`src/rtl/spi_clk_gen_if.sv`:
```
// Control/status bundle between the AHB register file and the SPI clock generator,
// including the event-flag channels fed back from the shift engine.
interface spi_clk_gen_if #(
   parameter int DIV_W = 16,
   parameter int CNT_W = 8,
   parameter int NCH   = 3
);
   logic [DIV_W-1:0] divclk;
   logic             cpol;
   logic [CNT_W-1:0] ncyc;
   logic             start;
   logic             abort;
   logic             sclk;
   logic             lead_stb;
   logic             trail_stb;
   logic             busy;
   logic             done;
   logic [NCH-1:0]   ev_in;
   logic [2*NCH-1:0] ev_mode;
   logic [NCH-1:0]   ev_pulse;

   modport master (
      output divclk, cpol, ncyc, start, abort, ev_in, ev_mode,
      input  sclk, lead_stb, trail_stb, busy, done, ev_pulse
   );

   modport slave (
      input  divclk, cpol, ncyc, start, abort, ev_in, ev_mode,
      output sclk, lead_stb, trail_stb, busy, done, ev_pulse
   );
endinterface

```
`src/rtl/spi_clk_gen.sv`:
```
// SPI clock burst generator with edge strobes, plus per-channel level-to-pulse
// event detectors with an optional synchroniser chain.
module spi_clk_gen #(
   parameter int DIV_W       = 16,
   parameter int CNT_W       = 8,
   parameter int NCH         = 3,
   parameter int SYNC_STAGES = 0
) (
   input  logic         clk,
   input  logic         rst,
   spi_clk_gen_if.slave bus
);

   typedef enum logic {IDLE = 1'b0, RUN = 1'b1} state_t;

   state_t           state, state_nxt;
   logic [DIV_W-1:0] cnt, cnt_nxt, div_l, div_nxt;
   logic [CNT_W-1:0] ecnt, ecnt_nxt, ncyc_l, ncyc_nxt;
   logic             cpol_l, cpol_nxt;
   logic             sclk_q, sclk_nxt;
   logic             lead_q, lead_nxt;
   logic             trail_q, trail_nxt;
   logic             busy_q, busy_nxt;
   logic             done_q, done_nxt;

   function automatic logic ev_detect(input logic s, input logic h, input logic [1:0] mode);
      case (mode)
         2'b00:   return s & ~h;
         2'b01:   return ~s & h;
         2'b10:   return s ^ h;
         default: return 1'b0;
      endcase
   endfunction

   always_comb begin
      state_nxt = state;
      cnt_nxt   = cnt;
      ecnt_nxt  = ecnt;
      div_nxt   = div_l;
      ncyc_nxt  = ncyc_l;
      cpol_nxt  = cpol_l;
      sclk_nxt  = sclk_q;
      lead_nxt  = 1'b0;
      trail_nxt = 1'b0;
      busy_nxt  = busy_q;
      done_nxt  = 1'b0;
      case (state)
         IDLE: begin
            sclk_nxt = bus.cpol;
            cnt_nxt  = '0;
            busy_nxt = 1'b0;
            if (bus.start && !bus.abort) begin
               if (bus.ncyc != '0) begin
                  div_nxt   = bus.divclk;
                  cpol_nxt  = bus.cpol;
                  ncyc_nxt  = bus.ncyc;
                  ecnt_nxt  = '0;
                  busy_nxt  = 1'b1;
                  state_nxt = RUN;
               end else begin
                  done_nxt = 1'b1;
               end
            end
         end
         RUN: begin
            if (bus.abort) begin
               state_nxt = IDLE;
               busy_nxt  = 1'b0;
               sclk_nxt  = cpol_l;
               cnt_nxt   = '0;
            end else if (cnt == div_l) begin
               cnt_nxt  = '0;
               sclk_nxt = ~sclk_q;
               // Leaving the idle level is a leading edge; returning to it ends one SCLK cycle.
               if (~sclk_q != cpol_l) begin
                  lead_nxt = 1'b1;
               end else begin
                  trail_nxt = 1'b1;
                  ecnt_nxt  = ecnt + CNT_W'(1);
                  if (ecnt_nxt == ncyc_l) begin
                     state_nxt = IDLE;
                     busy_nxt  = 1'b0;
                     done_nxt  = 1'b1;
                  end
               end
            end else begin
               cnt_nxt = cnt + DIV_W'(1);
            end
         end
         default: state_nxt = IDLE;
      endcase
   end

   always_ff @(posedge clk) begin
      if (rst) begin
         state   <= IDLE;
         cnt     <= '0;
         ecnt    <= '0;
         div_l   <= '0;
         ncyc_l  <= '0;
         cpol_l  <= 1'b0;
         sclk_q  <= 1'b0;
         lead_q  <= 1'b0;
         trail_q <= 1'b0;
         busy_q  <= 1'b0;
         done_q  <= 1'b0;
      end else begin
         state   <= state_nxt;
         cnt     <= cnt_nxt;
         ecnt    <= ecnt_nxt;
         div_l   <= div_nxt;
         ncyc_l  <= ncyc_nxt;
         cpol_l  <= cpol_nxt;
         sclk_q  <= sclk_nxt;
         lead_q  <= lead_nxt;
         trail_q <= trail_nxt;
         busy_q  <= busy_nxt;
         done_q  <= done_nxt;
      end
   end

   assign bus.sclk      = sclk_q;
   assign bus.lead_stb  = lead_q;
   assign bus.trail_stb = trail_q;
   assign bus.busy      = busy_q;
   assign bus.done      = done_q;

   logic [NCH-1:0] ev_s, ev_h, ev_pulse_q;

   // Synchroniser stage p0 takes the raw flags; the last stage feeds the edge detector.
   if (SYNC_STAGES > 0) begin : g_sync
      logic [NCH-1:0] sync_p [SYNC_STAGES];
      always_ff @(posedge clk) begin
         if (rst) begin
            for (int j = 0; j < SYNC_STAGES; j++) sync_p[j] <= '0;
         end else begin
            sync_p[0] <= bus.ev_in;
            for (int j = 1; j < SYNC_STAGES; j++) sync_p[j] <= sync_p[j-1];
         end
      end
      assign ev_s = sync_p[SYNC_STAGES-1];
   end else begin : g_nosync
      assign ev_s = bus.ev_in;
   end

   always_ff @(posedge clk) begin
      if (rst) begin
         ev_h       <= '0;
         ev_pulse_q <= '0;
      end else begin
         ev_h <= ev_s;
         for (int i = 0; i < NCH; i++)
            ev_pulse_q[i] <= ev_detect(ev_s[i], ev_h[i], bus.ev_mode[2*i +: 2]);
      end
   end

   assign bus.ev_pulse = ev_pulse_q;

endmodule

```
`src/flat_wrapper.sv`:
```
// flat-port wrapper written by rule: the top's interface ports become plain ports
module spi_clk_gen_flat 
#(
   parameter int DIV_W       = 16,
   parameter int CNT_W       = 8,
   parameter int NCH         = 3,
   parameter int SYNC_STAGES = 0
)
  (clk, rst, bus_divclk, bus_cpol, bus_ncyc, bus_start, bus_abort, bus_ev_in, bus_ev_mode, bus_sclk, bus_lead_stb, bus_trail_stb, bus_busy, bus_done, bus_ev_pulse);
  spi_clk_gen_if #(.DIV_W(DIV_W), .CNT_W(CNT_W), .NCH(NCH)) bus_i ();
  input  logic clk;
  input  logic rst;
  input wire logic [$bits(bus_i.divclk)-1:0] bus_divclk;
  input wire logic [$bits(bus_i.cpol)-1:0] bus_cpol;
  input wire logic [$bits(bus_i.ncyc)-1:0] bus_ncyc;
  input wire logic [$bits(bus_i.start)-1:0] bus_start;
  input wire logic [$bits(bus_i.abort)-1:0] bus_abort;
  input wire logic [$bits(bus_i.ev_in)-1:0] bus_ev_in;
  input wire logic [$bits(bus_i.ev_mode)-1:0] bus_ev_mode;
  output wire logic [$bits(bus_i.sclk)-1:0] bus_sclk;
  output wire logic [$bits(bus_i.lead_stb)-1:0] bus_lead_stb;
  output wire logic [$bits(bus_i.trail_stb)-1:0] bus_trail_stb;
  output wire logic [$bits(bus_i.busy)-1:0] bus_busy;
  output wire logic [$bits(bus_i.done)-1:0] bus_done;
  output wire logic [$bits(bus_i.ev_pulse)-1:0] bus_ev_pulse;
  assign bus_i.divclk = bus_divclk;
  assign bus_i.cpol = bus_cpol;
  assign bus_i.ncyc = bus_ncyc;
  assign bus_i.start = bus_start;
  assign bus_i.abort = bus_abort;
  assign bus_i.ev_in = bus_ev_in;
  assign bus_i.ev_mode = bus_ev_mode;
  assign bus_sclk = bus_i.sclk;
  assign bus_lead_stb = bus_i.lead_stb;
  assign bus_trail_stb = bus_i.trail_stb;
  assign bus_busy = bus_i.busy;
  assign bus_done = bus_i.done;
  assign bus_ev_pulse = bus_i.ev_pulse;
  spi_clk_gen #(.DIV_W(DIV_W), .CNT_W(CNT_W), .NCH(NCH), .SYNC_STAGES(SYNC_STAGES)) u_core (.clk(clk), .rst(rst), .bus(bus_i));
endmodule
```
`config.mk`:
```
export PLATFORM = sky130hd
export DESIGN_NAME = spi_clk_gen_flat
export DESIGN_NICKNAME = d
export VERILOG_FILES = /design/src/rtl/spi_clk_gen_if.sv /design/src/rtl/spi_clk_gen.sv /design/src/flat_wrapper.sv
export SDC_FILE = /design/constraint.sdc
export NUM_CORES = 1
export LEC_CHECK = 0
export CORE_MARGIN = 2
export CORE_UTILIZATION = 60
export DETAILED_ROUTE_END_ITERATION = 8
export DONT_BUFFER_PORTS = 1
export PLACE_DENSITY = 0.82
export SKIP_LAST_GASP = 1
export SYNTH_ARGS = -nofsm -noshare
export SYNTH_HDL_FRONTEND = slang
export SYNTH_SLANG_ARGS = --single-unit
export TNS_END_PERCENT = 30
```
`constraint.sdc`:
```
create_clock -name clk -period 2.4 [get_ports clk]
set_input_delay 0.48 -clock clk [delete_from_list [all_inputs] [get_ports clk]]
set_output_delay 0.48 -clock clk [all_outputs]
set_load 0.03 [all_outputs]
```
Word-level counts from Yosys, hierarchy flattened
Cells that the tools add are included.
- memories: 0
- input port bits: 38
- register bits: 61
- bits in latches: 0
- bits in writable memories: 0
- bits in read-only memories: 0
- $add $sub $neg: 2
- order comparisons: 0
- reductions and logical operators: 10
- divide/modulo/power cells: 0
- bitwise logic cells: 18
- $mul: 0
- shifts and indexed selects: 0
- muxes and demuxes: 36
- eq/ne operators: 17
- operators with widths (kind ; number):
    8-bit 2-to-1 mux ; 5
    16-bit 2-to-1 mux ; 2
    16-bit one-hot mux with 2 select lines ; 1
    1-bit 2-to-1 mux ; 20
    16-bit by 1-bit adder with 16-bit output, second input constant ; 1
    16-bit == test ; 1
    8-bit one-hot mux with 2 select lines ; 1
    3-bit != test, second input constant ; 3
    1-bit NOT ; 9
    1-bit one-hot mux with 3 select lines ; 3
    8-bit by 1-bit adder with 8-bit output, second input constant ; 1
    8-bit == test ; 1
    1-bit one-hot mux with 2 select lines ; 4
    8-bit nonzero test ; 1
    1-bit AND ; 6
    2-bit by 1-bit == test with 1-bit output, second input constant ; 3
    2-bit == test, second input constant ; 3
    2-bit zero test ; 3
    2-bit != test, second input constant ; 3
    3-bit AND reduction ; 2
    5-bit AND reduction ; 1
    2-bit by 1-bit != test with 1-bit output, second input constant ; 2
    4-bit OR reduction ; 1
    1-bit bitwise XOR ; 3
    other kinds (3) ; 3

Logic depth before layout (Yosys ltp)
Gate-level depths: netlist of run 1.
- depth in word-level cells: 7
- depth in mapped cells: 7
- mapped depth without buffers: 7

Worst setup path before layout of run 1
Ideal clock, no wire load.
- path kind: register to register
- start point: register u_core.ecnt[1]
- end point: register u_core.state
- required time: 2.267 ns
- stages on the path, launching flop included: 8
- period minus slack after synthesis: 1.823 ns
- setup slack: 0.577 ns
- library setup time: 0.133 ns
- arrival time: 1.691 ns
- path through: dfxtp_1 ha_1 clkbuf_1 xor3_1 nor3_1 o2111ai_1 o41ai_1 a21oi_1
- longest elaborated chain between the ends: 7
- ends and longest elaborated chain (item ; RTL line ; text):
    start, declared ; spi_clk_gen.sv:18 ; logic [CNT_W-1:0] ecnt, ecnt_nxt, ncyc_l, ncyc_nxt;
    start signal, assigned ; spi_clk_gen.sv:110 ; ecnt <= ecnt_nxt;
    8-bit by 1-bit adder with 8-bit output ; spi_clk_gen.sv:79 ; ecnt_nxt = ecnt + CNT_W'(1);
    8-bit == test ; spi_clk_gen.sv:80 ; if (ecnt_nxt == ncyc_l) begin
    1-bit 2-to-1 mux ; spi_clk_gen.sv:80 ;
    1-bit 2-to-1 mux ; spi_clk_gen.sv:75 ; if (~sclk_q != cpol_l) begin
    1-bit 2-to-1 mux ; spi_clk_gen.sv:71 ; end else if (cnt == div_l) begin
    1-bit 2-to-1 mux ; spi_clk_gen.sv:66 ; if (bus.abort) begin
    1-bit one-hot mux with 2 select lines ; spi_clk_gen.sv:47 ; case (state)
    end signal, assigned ; spi_clk_gen.sv:108 ; state <= state_nxt;
    end, declared ; spi_clk_gen.sv:16 ; state_t state, state_nxt;
No other way between the ends.
A chain may end at the register's enable or synchronous reset.

Final worst setup path of run 1
- start point: register u_core.ecnt[0]
- end point: register u_core.state
The elaborated chain is that of the path after synthesis.

==> results of run 1 <==
## logic make-up (layout without fill, tap and decap cells)
logic type                 Yosys count  after routing
xor gates and xnor gates            42             42
and+or+nand+nor                    153            153
DFF                                 61             61
buffers and inverters               28             33
AOI/OAI and AO/OA                   62             62
adders and majority gates            8              8
muxes                                1              1
## per-layer routing
layer	routed length, um	part of all wire, %
met1	2928	47
met2	2802	45
met3	468	7.5
met4	81	1.3
met5	0	0
## synth_stat cells (2+ instances only)
master,n
o2111ai_1,3
ha_1,8
nand4_1,9
xor3_1,3
nor3_1,5
nand3_1,11
dfxtp_1,61
o21ai_0,4
nor2b_1,9
or4_1,2
xnor2_1,12
o211ai_1,6
inv_1,9
xor2_1,27
nor4_1,7
a31oi_1,5
a21oi_1,32
a211o_1,3
nand2b_1,4
clkbuf_1,17
o41ai_1,2
and4_1,4
nand2_1,59
and3_1,2
a22o_1,3
nor2_1,35
## final cells by class
class | count | share of cell area (%)
multi-input cells | 266 | 50.70
repair buffers | 9 | 2.098
well taps | 67 | 2.603
flip-flops and latches | 61 | 37.92
inverters | 9 | 1.049
clock inverters | 4 | 1.554
clock buffers | 11 | 4.079
## how the worst min path moves through the flow
stage                             endpoint  slack (ns)  cells after the start
after floorplan              u_core.cnt[0]        0.45                      1
after CTS                   u_core.ev_h[0]        0.20                      1
after global routing       u_core.div_l[1]        0.20                      1
after detailed placement   u_core.div_l[7]        0.45                      2
final                       u_core.ecnt[1]        0.22                      1
after global placement    u_core.ncyc_l[7]        0.45                      2
## registers in the layout (all words and copies together) (netlist names)
name                  count
u_core.bus.lead_stb       1
u_core.div_l             16
u_core.cpol_l             1
u_core.ncyc_l             8
u_core.bus.done           1
u_core.bus.sclk           1
u_core.bus.trail_stb      1
u_core.cnt               16
u_core.bus.busy           1
u_core.ev_h               3
u_core.ecnt               8
u_core.state              1
u_core.bus.ev_pulse       3
## worst max-delay path: stages (launching register included)
cell,delay (ns)
dfxtp_1,0.54
ha_1,0.40
xor3_1,0.28
nor3_1,0.17
o2111ai_1,0.20
o41ai_1,0.37
a21oi_1,0.11
## power by group through the flow
stage | registers (mW) | clock network (mW) | logic [mW]
6_report | 1.07 | 0.859 | 0.173
5_1_grt | 1.07 | 0.913 | 0.193
4_1_cts | 1.07 | 0.872 | 0.172
3_5_place_dp | 1.09 | 0 | 0.171
3_3_place_gp | 1.09 | 0 | 0.167
2_1_floorplan | 1.09 | 0 | 0.134
==> flow_summary.toml, run 1 <==
[status]
status = "finished clean"

[logic_synthesis]
yosysSeqAreaShare_pct = 41.25
postSynthAreaPerCell_um2 = 8.339
synth_compound_area_share_pct = 12.98
syn_inst = 355
synth_seq_cells = 61
synthFlopType = "dfxtp_1"
synthSimpleGateAreaFrac_pct = 24.39
synth_top_area_share_pct = 41.25
yosysWarnings = 0
synth_top_family_by_area = "simple AND/OR/NAND/NOR gates"
synthMuxAreaShare_pct = 0.3381
ys_types = 39
synthArstFlopShare_pct = 0
synthAdderAreaFrac_pct = 3.381
synth.net_count = 401
synth-xor-area-share_pct = 13.95
synthTopCellsByArea = "dfxtp_1 (41%), xor2_1 (8.0%), nand2_1 (7.5%), a21oi_1 (5.4%), nor2_1 (4.4%)"
syn-cell-area_um2 = 2960
synth_top_area_cell = "dfxtp_1"
synth_edf_count = 0

[final_layout]
layout_commonest_cell = "dfxtp_1"
drive_gt1_share_pct = 6.667
final_cell_count_no_fill = 427
multi_input_area_um2 = 1633
antenna_cells = 0
fillers = 406
fin_nets = 402
syn_to_final_growth_pct = 8.791
utilization_pct = 67.74
fin_area_um2 = 3221
seq_area_um2 = 1221
final_cell_mix = "dfxtp_1 (61), nand2_1 (59), nor2_1 (35)"

[detailed_routing]
ant_nets = 0
drc = 0
drt-total-wl_um = 6280
firstDrtPassIters = 4
viasPerCell = 5.763
vias = 2461
wl_per_cell_um = 14.71
drtIter0Drc = 227

[worst_setup_path]
worstSetupEndpoint = "u_core.state"
reg2reg_slack_ns = 0.23
endpoint_kind = "register"
r2r_end = "u_core.state"
worstPathMaxFanout = 10
rr_startpoint = "u_core.ecnt[0]"
r2r_cells = 6
cp-startpoint = "u_core.ecnt[0]"
crit_arrival_ns = 2.39
crit_type = "register to register"
worstPathRequired_ns = 2.62
crit_path_start_kind = "register"

[power_and_ir_drop]
static-leakage-power_nw = 1.238
clkPwrFrac_pct = 40.8
p_total_mw = 2.104
p_comb_share_pct = 8.2
switching_share_pct = 24.61
p_seq_share_pct = 51.0
vdd_ir_drop_max_v = 0.0003903
p_switching_mw = 0.5177
powerDensity_nw_per_um2 = 653.2
p_int_mw = 1.586

[floorplan]
coreArea_um2 = 4755
fp.dieW_um = 74.24
core.rowCount = 25
dieArea_um2 = 5512
initial_core_util_pct = 62.26
fp.dieH_um = 74.24
io_pins = 46

[global_route]
grt_overflow_total = 0
grt_pass1_vias = 2301
grt_use_met3_pct = 7.182
grt_pass1_wl_um = 10650
grt_max_degree = 48
groute.usage.overall_pct = 25.47
use_met1_pct = 34.69
antenna_found_initial = 0
grt.busiest_layer = "met2"
grt_use_met2_pct = 38.69

[placed_design]
dp.cells = 412
dpl.hpwl_um = 4494
place_ws_ns = 0.2459
place.gp.congestion = 0.8708
placed_area_um2 = 3039
portBuffers = 0

[sta]
fin_crit_ns = 2.171
fmax_ghz = 0.4605
max_slew_margin_pct = 61.54
finalCritPeriodShare_pct = 90.48
hold_violations = 0
tns_ns = 0
worst_slew_pin_slew_ns = 0.5717
clock_skew_ns = 0.007447
setup_ws_ns = 0.2286
hold_slack_ns = 0.2150
finalMaxSlewViolations = 0
finalSetupViolCount = 0
rsz0062_at_grt = "no"

[clock_tree]
worstSkewPairLatency_ns = 0.34
cts_tree = "done"
root_buffer = "clkbuf_8"
cts_repair_resize_count = 0
clk_pin_slew_ns = 0.06
cts_max_level = 3
cts.hold.buffers_added = 0
cts_setup_buffers = 0
cts_made_buffers = 9
cts_num_sinks = 61
clockBufferDepth = 2

[min_path]
hold_path_class = "primary input to register"
hp-start = "rst"

[job]
max_cap_viol_count = 0
Power figures use the tool's default switching activity.
==> run 2: changes to the inputs <==
Settings changed: ABC_CLOCK_PERIOD_IN_PS set to 2400, CAP_MARGIN set to 20, CORE_MARGIN 2 to not set.
==> flow_summary.toml, run 2 (synthesized netlist as in run 1, its figures left out) <==
[status]
status = "finished clean"

[worst_setup_path]
crit_arrival_ns = 2.29
worstPathMaxFanout = 10
worstPathRequired_ns = 2.62
crit_type = "register to register"
crit_path_start_kind = "register"
endpoint_kind = "register"

[clock_tree]
cts_made_buffers = 9
cts_repair_resize_count = 0
worstSkewPairLatency_ns = 0.34
cts_tree = "done"
clk_pin_slew_ns = 0.07
clockBufferDepth = 2
cts_setup_buffers = 0
root_buffer = "clkbuf_8"
cts.hold.buffers_added = 0
cts_num_sinks = 61
cts_max_level = 3

[final_layout]
fillers = 381
fin_nets = 401
final_cell_count_no_fill = 427
antenna_cells = 0
drive_gt1_share_pct = 6.667
multi_input_area_um2 = 1633
final_cell_mix = "dfxtp_1 (61), nand2_1 (59), nor2_1 (35)"
layout_commonest_cell = "dfxtp_1"
reg_top3 = "u_core.cnt (16), u_core.div_l (16)"
seq_area_um2 = 1221
syn_to_final_growth_pct = 8.918

[floorplan]
fp.dieW_um = 72.24
coreArea_um2 = 4723
io_pins = 46
core.rowCount = 25
fp.dieH_um = 72.24
initial_core_util_pct = 62.68
dieArea_um2 = 5219

[detailed_routing]
viasPerCell = 5.885
firstDrtPassIters = 4
drc = 0
drtIter0Drc = 141
wl_per_cell_um = 15.07
vias = 2513
drt-total-wl_um = 6436
ant_nets = 0

[sta]
hold_violations = 0
tns_ns = 0
worst_slew_pin_slew_ns = 0.5437
finalCritPeriodShare_pct = 86.16
finalMaxSlewViolations = 0
setup_ws_ns = 0.3322
fin_crit_ns = 2.068
rsz0062_at_grt = "no"
max_slew_margin_pct = 63.42
clock_skew_ns = 0.006349
fmax_ghz = 0.4836
finalSetupViolCount = 0

[power_and_ir_drop]
static-leakage-power_nw = 1.245
powerDensity_nw_per_um2 = 665.4
vdd_ir_drop_max_v = 0.0005731

[global_route]
grt_overflow_total = 0
grt_pass1_vias = 2402
grt_max_degree = 48
antenna_found_initial = 0
grt_pass1_wl_um = 10850
groute.usage.overall_pct = 27.07

[placed_design]
dpl.hpwl_um = 4480
portBuffers = 0
dp.cells = 411
place.gp.congestion = 0.9674
place_ws_ns = 0.3898

[job]
max_cap_viol_count = 0

[min_path]
hold_path_class = "primary input to register"
## run 2: cell types whose count changed in the layout (fill, tap and decap cells not counted), sizes merged
cell	change
clkinvlp	-1
clkbuf	+1
buf	-1
clkinv	+1
## run 2: cell type report
type                    instances  share of cell area [%]
repair buffers                  8                   1.863
clock buffers                  12                   4.501
clock inverters                 4                   1.475
multi-input cells             266                   50.64
inverters                       9                   1.048
well taps                      67                   2.600
flip-flops and latches         61                   37.87
## run 2: path summary, 6_finish.rpt
kind | depth (start not counted) | slack, ns | endpoint | start
max | 6 | 0.33 | u_core.state | u_core.ecnt[0]
min | 1 | 0.20 | u_core.ecnt[4] | rst
max reg2reg | 6 | 0.33 | u_core.state | u_core.ecnt[0]
min reg2reg | 2 | 0.46 | u_core.div_l[4] | u_core.div_l[4]
## run 2: stage by stage
step	utilization (%)	instance area [um2]	total power [mW]	hold WS [ns]
6_report	68.26	3224	2.145	0.2032
5_1_grt	68.26	3224	2.221	0.1875
4_1_cts	68.26	3224	2.153	0.1922
3_5_place_dp	64.19	3032	1.266	0.4577
3_3_place_gp	64.19	3032	1.261	0.4531
2_1_floorplan	-	2960	1.225	0.4472
## run 2: routing by layer
metal / global-route usage, % / vias to the layer above / routed length, um
li1: - / 1225 / -
met1: 33.48 / 1178 / 2870
met2: 43.20 / 96 / 2967
met3: 7.917 / 14 / 445
met4: 13.29 / 0 / 152
met5: 0 / - / 0
## run 2: critical path, stage by stage, from the launching register on
cell and delay, ns:
dfxtp_1 0.51, ha_1 0.37, xor3_1 0.27, nor3_1 0.17, o2111ai_1 0.18, o41ai_1 0.34, a21oi_1 0.10
## run 2: report_power, final
group	switching, mW	internal [mW]	total (mW)
clock	0.394	0.505	0.898
combinational	0.103	0.0719	0.175
sequential	0.0304	1.04	1.07
==> run 3: changes to the inputs <==
Settings changed: CAP_MARGIN 20 to not set.
==> results of run 3 <==
No change in the layout: final DEF, timing and power equal those of run 2.
